## config.mk

```make
export PLATFORM = sky130hd
export DESIGN_NAME = sdram_wfifo_ctrl_flat
export DESIGN_NICKNAME = d
export VERILOG_FILES = /design/src/rtl/sdram_wfifo_ctrl_if.sv /design/src/rtl/sdram_wfifo_ctrl.sv /design/src/flat_wrapper.sv
export SDC_FILE = /design/constraint.sdc
export NUM_CORES = 1
export LEC_CHECK = 0
export CAP_MARGIN = 20
export CORE_MARGIN = 2
export CORE_UTILIZATION = 66
export CTS_BUF_LIST = sky130_fd_sc_hd__clkbuf_8
export CTS_CLUSTER_DIAMETER = 30
export DETAILED_ROUTE_END_ITERATION = 10
export PLACE_DENSITY = 0.89
export SKIP_CTS_REPAIR_TIMING = 1
export SYNTH_ARGS = -nofsm -noshare
export SYNTH_HDL_FRONTEND = slang
export SYNTH_SLANG_ARGS = --single-unit
```

## constraint.sdc

```tcl
create_clock -name clk -period 6.3 [get_ports clk]
set_clock_uncertainty 0.2 [all_clocks]
set_input_delay 1.26 -clock clk [delete_from_list [all_inputs] [get_ports clk]]
set_output_delay 1.26 -clock clk [all_outputs]
set_load 0.01 [all_outputs]
```

## src/rtl/sdram_wfifo_ctrl_if.sv

```systemverilog
// Handshake/data bundle between the UART-side writer, the write buffer and the SDRAM write engine.
interface sdram_wfifo_ctrl_if #(
   parameter int unsigned IN_W  = 8,
   parameter int unsigned OUT_W = 16,
   parameter int unsigned DEPTH = 16
);
   localparam int unsigned LW = $clog2(DEPTH) + 1;

   logic             flush;
   logic             wr_en;
   logic [IN_W-1:0]  wr_data;
   logic             rd_en;
   logic [OUT_W-1:0] rd_data;
   logic             burst_done;
   logic             wr_trig;
   logic             full;
   logic             empty;
   logic [LW-1:0]    level;
   logic             overflow;

   modport master (
      output flush, wr_en, wr_data, rd_en, burst_done,
      input  rd_data, wr_trig, full, empty, level, overflow
   );

   modport slave (
      input  flush, wr_en, wr_data, rd_en, burst_done,
      output rd_data, wr_trig, full, empty, level, overflow
   );
endinterface

```

## src/rtl/sdram_wfifo_ctrl.sv

```systemverilog
// SDRAM write buffer: packs IN_W pieces into OUT_W words, FIFOs them, pulses wr_trig per buffered burst.
// Optional partial-burst idle timeout enabled by defining SDRAM_WFIFO_TIMEOUT_EN.
module sdram_wfifo_ctrl #(
   parameter int unsigned IN_W        = 8,
   parameter int unsigned OUT_W       = 16,
   parameter int unsigned DEPTH       = 16,
   parameter int unsigned BURST_LEN   = 4,
   parameter int unsigned TIMEOUT_CYC = 1024
) (
   input  logic                clk,
   input  logic                rst,
   sdram_wfifo_ctrl_if.slave   bus
);
   localparam int unsigned K  = OUT_W / IN_W;
   localparam int unsigned AW = $clog2(DEPTH);
   localparam int unsigned LW = AW + 1;
   localparam int unsigned CW = (K > 1) ? $clog2(K) : 1;

   if ((OUT_W % IN_W) != 0 || DEPTH < 2 || (DEPTH & (DEPTH - 1)) != 0 ||
       BURST_LEN < 1 || BURST_LEN > DEPTH || TIMEOUT_CYC < 1) begin : g_param_err
      $error("sdram_wfifo_ctrl: illegal parameter combination");
   end

   typedef enum logic {IDLE, BUSY} state_t;

   logic [CW-1:0]    cnt_q, cnt_d;
   logic [OUT_W-1:0] pbuf_q, pbuf_d;
   logic [OUT_W-1:0] word;
   logic             push_req, push_ok, pop_ok;
   logic [AW-1:0]    wptr_q, rptr_q;
   logic [LW-1:0]    level_q, level_d;
   logic             full_q, empty_q, ovf_q;
   logic [OUT_W-1:0] rd_data_q;
   logic [OUT_W-1:0] mem_q [DEPTH];
   state_t           state_q, state_d;
   logic             trig;

`ifdef SDRAM_WFIFO_TIMEOUT_EN
   localparam int unsigned TW = $clog2(TIMEOUT_CYC + 1);
   logic [TW-1:0] tmr_q, tmr_d;
`endif

   // Packer: the incoming piece lands in slot cnt_q; the completed word is pushed in the same cycle
   always_comb begin
      word = pbuf_q;
      word[int'(cnt_q)*IN_W +: IN_W] = bus.wr_data;
      push_req = bus.wr_en && (cnt_q == CW'(K - 1));
      cnt_d    = cnt_q;
      pbuf_d   = pbuf_q;
      if (bus.wr_en) begin
         if (push_req) begin
            cnt_d  = '0;
            pbuf_d = '0;
         end else begin
            cnt_d  = cnt_q + CW'(1);
            pbuf_d = word;
         end
      end
   end

   assign pop_ok  = bus.rd_en && !empty_q && !bus.flush;
   assign push_ok = push_req && !bus.flush && (!full_q || pop_ok);
   assign level_d = level_q + LW'(push_ok) - LW'(pop_ok);

   always_comb begin
      state_d = state_q;
      trig    = 1'b0;
      unique case (state_q)
         IDLE: begin
            if (!bus.flush && level_q >= LW'(BURST_LEN)) begin
               trig    = 1'b1;
               state_d = BUSY;
            end
`ifdef SDRAM_WFIFO_TIMEOUT_EN
            else if (!bus.flush && level_q != '0 && tmr_q >= TW'(TIMEOUT_CYC)) begin
               trig    = 1'b1;
               state_d = BUSY;
            end
`endif
         end
         BUSY: if (bus.burst_done) state_d = IDLE;
         default: state_d = IDLE;
      endcase
      if (bus.flush) state_d = IDLE;
   end

`ifdef SDRAM_WFIFO_TIMEOUT_EN
   // Saturating count of cycles since the last accepted push
   always_comb begin
      tmr_d = tmr_q;
      if (push_ok || trig || bus.flush) tmr_d = '0;
      else if (tmr_q < TW'(TIMEOUT_CYC)) tmr_d = tmr_q + TW'(1);
   end

   always_ff @(posedge clk or posedge rst) begin
      if (rst) tmr_q <= '0;
      else     tmr_q <= tmr_d;
   end
`endif

   always_ff @(posedge clk) begin
      if (push_ok) mem_q[wptr_q] <= word;
   end

   always_ff @(posedge clk or posedge rst) begin
      if (rst) begin
         cnt_q     <= '0;
         pbuf_q    <= '0;
         wptr_q    <= '0;
         rptr_q    <= '0;
         level_q   <= '0;
         full_q    <= 1'b0;
         empty_q   <= 1'b1;
         ovf_q     <= 1'b0;
         rd_data_q <= '0;
         state_q   <= IDLE;
      end else if (bus.flush) begin
         cnt_q   <= '0;
         pbuf_q  <= '0;
         wptr_q  <= '0;
         rptr_q  <= '0;
         level_q <= '0;
         full_q  <= 1'b0;
         empty_q <= 1'b1;
         ovf_q   <= 1'b0;
         state_q <= IDLE;
      end else begin
         cnt_q   <= cnt_d;
         pbuf_q  <= pbuf_d;
         state_q <= state_d;
         level_q <= level_d;
         full_q  <= (level_d == LW'(DEPTH));
         empty_q <= (level_d == '0);
         if (push_ok) wptr_q <= wptr_q + AW'(1);
         if (pop_ok) begin
            rptr_q    <= rptr_q + AW'(1);
            rd_data_q <= mem_q[rptr_q];
         end
         if (push_req && !push_ok) ovf_q <= 1'b1;
      end
   end

   assign bus.rd_data  = rd_data_q;
   assign bus.wr_trig  = trig;
   assign bus.full     = full_q;
   assign bus.empty    = empty_q;
   assign bus.level    = level_q;
   assign bus.overflow = ovf_q;
endmodule

```

## src/flat_wrapper.sv

```systemverilog
// flat-port wrapper written by rule: the top's interface ports become plain ports
module sdram_wfifo_ctrl_flat 
#(
   parameter int unsigned IN_W        = 8,
   parameter int unsigned OUT_W       = 16,
   parameter int unsigned DEPTH       = 16,
   parameter int unsigned BURST_LEN   = 4,
   parameter int unsigned TIMEOUT_CYC = 1024
)
  (clk, rst, bus_flush, bus_wr_en, bus_wr_data, bus_rd_en, bus_burst_done, bus_rd_data, bus_wr_trig, bus_full, bus_empty, bus_level, bus_overflow);
  sdram_wfifo_ctrl_if #(.IN_W(IN_W), .OUT_W(OUT_W), .DEPTH(DEPTH)) bus_i ();
  input  logic clk;
  input  logic rst;
  input wire logic [$bits(bus_i.flush)-1:0] bus_flush;
  input wire logic [$bits(bus_i.wr_en)-1:0] bus_wr_en;
  input wire logic [$bits(bus_i.wr_data)-1:0] bus_wr_data;
  input wire logic [$bits(bus_i.rd_en)-1:0] bus_rd_en;
  input wire logic [$bits(bus_i.burst_done)-1:0] bus_burst_done;
  output wire logic [$bits(bus_i.rd_data)-1:0] bus_rd_data;
  output wire logic [$bits(bus_i.wr_trig)-1:0] bus_wr_trig;
  output wire logic [$bits(bus_i.full)-1:0] bus_full;
  output wire logic [$bits(bus_i.empty)-1:0] bus_empty;
  output wire logic [$bits(bus_i.level)-1:0] bus_level;
  output wire logic [$bits(bus_i.overflow)-1:0] bus_overflow;
  assign bus_i.flush = bus_flush;
  assign bus_i.wr_en = bus_wr_en;
  assign bus_i.wr_data = bus_wr_data;
  assign bus_i.rd_en = bus_rd_en;
  assign bus_i.burst_done = bus_burst_done;
  assign bus_rd_data = bus_i.rd_data;
  assign bus_wr_trig = bus_i.wr_trig;
  assign bus_full = bus_i.full;
  assign bus_empty = bus_i.empty;
  assign bus_level = bus_i.level;
  assign bus_overflow = bus_i.overflow;
  sdram_wfifo_ctrl #(.IN_W(IN_W), .OUT_W(OUT_W), .DEPTH(DEPTH), .BURST_LEN(BURST_LEN), .TIMEOUT_CYC(TIMEOUT_CYC)) u_core (.clk(clk), .rst(rst), .bus(bus_i));
endmodule
```

==> results by group <==
Power and ir drop
  • Clk pwr share: 33.3%
  • Combinational power share: 17.3%
  • Sequential share of power: 49.3%
  • Leakage: 4.85 nW
  • Net Sw Frac: 25.5%
  • PwrDens: 349 mW/mm²
  • Design internal power: 0.00362 W
  • Net Sw Power: 0.00124 W
  • VDD IR-drop max: 0.000353 V

Setup path
  • Worst reg2reg path depth: 8
  • CP cell instances: clkdlybuf4s50_1 -> or3b_2 -> inv_1 -> ha_1 -> inv_1 -> ha_1 -> inv_1 -> fa_1 -> xnor2_1 -> or3b_2 -> a2111oi_0
  • Critical-path top delay cell: or3b_2
  • Reg2reg end: u_core.bus.full
  • FF-to-FF setup slack: 2.56 ns
  • Critical path's largest stage delay: 0.72 ns
  • Worst path bufs/invs: 4
  • Crit Path Max Fanout: 21
  • Crit path kind: in2reg
  • Crit start category: input pin
  • Endpoint type of the worst setup path: flop
  • RR Startpoint: u_core.cnt_q
  • WP data arrival: 4.66 ns
  • Cell family with the largest share of critical-path delay: simple AND/OR/NAND/NOR gates
  • Worst EP required: 6.52 ns
  • Most used cell, CP: inv_1

GRT
  • Largest net degree at the start of global routing: 53
  • Initial antenna violation count: 0
  • First-pass GRT wire length: 39.8 mm
  • Gr ovfl total: 0
  • Vias in the first global route: 6772
  • Global Route Usage Sum: 27.3%

Yosys
  • Syn avg cell area: 18.7 µm²
  • Fraction of synthesized area in multiplexers: 15.1%
  • Number of synthesized flops with an enable pin: 256
  • Largest family of logic cells by synthesized area: multiplexers
  • Synth Area in Simple Gates: 4.23%
  • Syn nets: 684
  • Mapped cell area: 0.0123 mm²
  • Yosys warns: 0
  • Complex-gate fraction of the synthesized area: 3.83%
  • Synth unique cells: 43
  • Post-synth top area share: 62.6%
  • Async set or reset register ratio after synthesis: 16.3%
  • Synthesized-area fraction occupied by adder cells: 1.28%
  • Synth area leader: edfxtp_1
  • XOR/XNOR share of the synthesized area: 0.642%
  • Mapped Cells: 658
  • Most used DFF post-synth: edfxtp_1
  • Seq/Total Area, Yosys: 72.8%
  • Seq cells post-synth: 306
  • Top cells by area, synth: edfxtp_1 63%, dfrtp_1 10%, mux4_2 7.0%

Die
  • Die footprint: 0.0197 mm²
  • Rows: 49
  • I/O pins: 39
  • Die Y: 140 µm
  • Initial Util: 67.9%
  • Core area: 0.0181 mm²
  • DIE WIDTH: 140 µm

STA
  • Fin crit share: 70.5%
  • Slew HR: 38.9%
  • Final setup fails: 0
  • Fmax: 225 MHz
  • Final Hold Fails: 0
  • Final min period: 4.44 ns
  • RSZ-0062 raised after global routing: no
  • Max-slew violations: 0
  • Worst-Margin Slew: 0.916 ns
  • Setup TNS: 0 ns

Detailed routing
  • Initial DRC Count: 793
  • Detailed-route via count: 6637
  • Residual DRC: 0
  • Routed wire length: 26.1 mm
  • Routed length per placed instance: 26.2 µm
  • Total iterations of the first detailed-routing run: 5
  • Vias per cell: 6.66
  • Detail Route Antenna Nets: 0

Clock tree
  • H-Tree Depth: 2
  • TritonCTS clock tree: yes
  • Clock-pin slew on the worst setup and hold paths: 0.06 ns
  • Total CTS buffers: 46
  • TritonCTS sink count: 306
  • Worst-skew pair later-pin latency: 0.56 ns
  • Root Driver: clkbuf_8
  • Clk buf depth: 3

Hold path
  • Worst hold path startpoint: u_core.pbuf_q[10]
  • Hold Crit Depth: 1
  • Worst Hold Endpoint: u_core.pbuf_q[10]
  • Hold crit path type: reg2reg

Cells and area
  • Commonest non-fill, non-tap cell in the layout: edfxtp_1
  • Leading cell types in the layout, fill and taps excluded: 256 x edfxtp_1, 49 x clkbuf_8, 47 x dfrtp_1
  • Share of cells above drive strength 1: 21.4%
  • Non-Filler Instances: 997
  • Layout Area Growth over Synthesis: 13.4%
  • Final nets: 758
  • Inserted Diodes: 0

Placed design
  • Placed Cells: 910
  • HPWL after DPL: 15.3 mm
  • GP Congestion: 0.885
  • Port bufs: 38

Run
  • MaxCap Viol Count: 0

Run status
  • Status: completed
-- power by group through the flow --
stage          clock, W  combinational [W]  sequential, W
2_1_floorplan         0           0.000536        0.00242
3_3_place_gp          0           0.000780        0.00243
3_5_place_dp          0           0.000826        0.00244
4_1_cts         0.00164           0.000842        0.00240
5_1_grt         0.00171           0.000908        0.00241
6_report        0.00162           0.000844        0.00240
-- cells by family (layout without fill, tap and decap cells) --
kind of cell,after synthesis,in the layout
AOI/OAI and AO/OA,69,69
adders and majority gates,12,12
and+or+nand+nor,99,99
buffers and inverters,60,170
xor gates and xnor gates,9,9
DFF,306,306
muxes,103,103
-- how the worst max path moves through the flow --
stage              start              end  slack (ns)  cells after the start
3_5_place_dp   bus_rd_en  u_core.bus.full        1.36                     11
6_report       bus_rd_en  u_core.bus.full        1.86                     11
3_3_place_gp   bus_rd_en  u_core.bus.full        1.48                     11
5_1_grt        bus_rd_en  u_core.bus.full        1.64                     11
4_1_cts        bus_rd_en  u_core.bus.full        1.88                     11
2_1_floorplan  bus_flush  u_core.bus.full        2.18                     11
-- worst reg2reg max path, cell delays in order, from the launching register on --
cell and delay, ns:
dfrtp_1 0.94, nand2_1 0.24, a211oi_2 0.50, ha_1 0.27, inv_1 0.07, fa_1 0.40, xnor2_1 0.17, or3b_2 0.45
a2111oi_0 0.39
-- state kept, by name, summed over array words and instances (netlist names) --
signal	flops
u_core.mem_q	256
u_core.bus.rd_data	16
u_core.pbuf_q	16
u_core.bus.level	5
u_core.rptr_q	4
u_core.wptr_q	4
u_core.bus.empty	1
u_core.bus.full	1
u_core.bus.overflow	1
u_core.cnt_q	1
u_core.state_q	1
-- Yosys cell counts, types with 11 or more instances --
cell,count
mux4_1,19
nand2_1,17
mux2_2,31
inv_1,25
dfrtp_1,49
edfxtp_1,256
mux4_2,38
a21oi_1,25
mux2i_1,15
o21ai_0,14
nor2_1,25
clkbuf_1,18
ha_1,11
nand2b_1,13
a221o_1,14
-- routing by layer --
layer	track usage (%)	up-vias	share of wire, %
li1	-	2758	-
met1	37.6	3322	37
met2	43.8	495	50
met3	6.15	62	11
met4	10.4	0	2.9
met5	0	-	0
-- stage by stage --
stage                     setup WS, ns  power (W)  area [µm²]  hold slack (ns)  utilization, %
final                             1.86    0.00487       13900            0.281            77.0
after floorplan                   2.18    0.00296       12300            0.249               -
after detailed placement          1.36    0.00327       13000            0.274            71.7
after global routing              1.64    0.00503       13900            0.300            77.0
after CTS                         1.88    0.00488       13900            0.288            76.8
after global placement            1.48    0.00321       12900            0.266            71.6
-- layout make-up --
cell class	count	area [µm²]
multi-input combinational	292	3110
inverter	25	93.8
clock buffer	49	674
clock inverter	35	250
sequential	306	8940
timing repair buffer	61	573
tap	229	287
fill	858	4160
(Power assumes the default switching activity.)
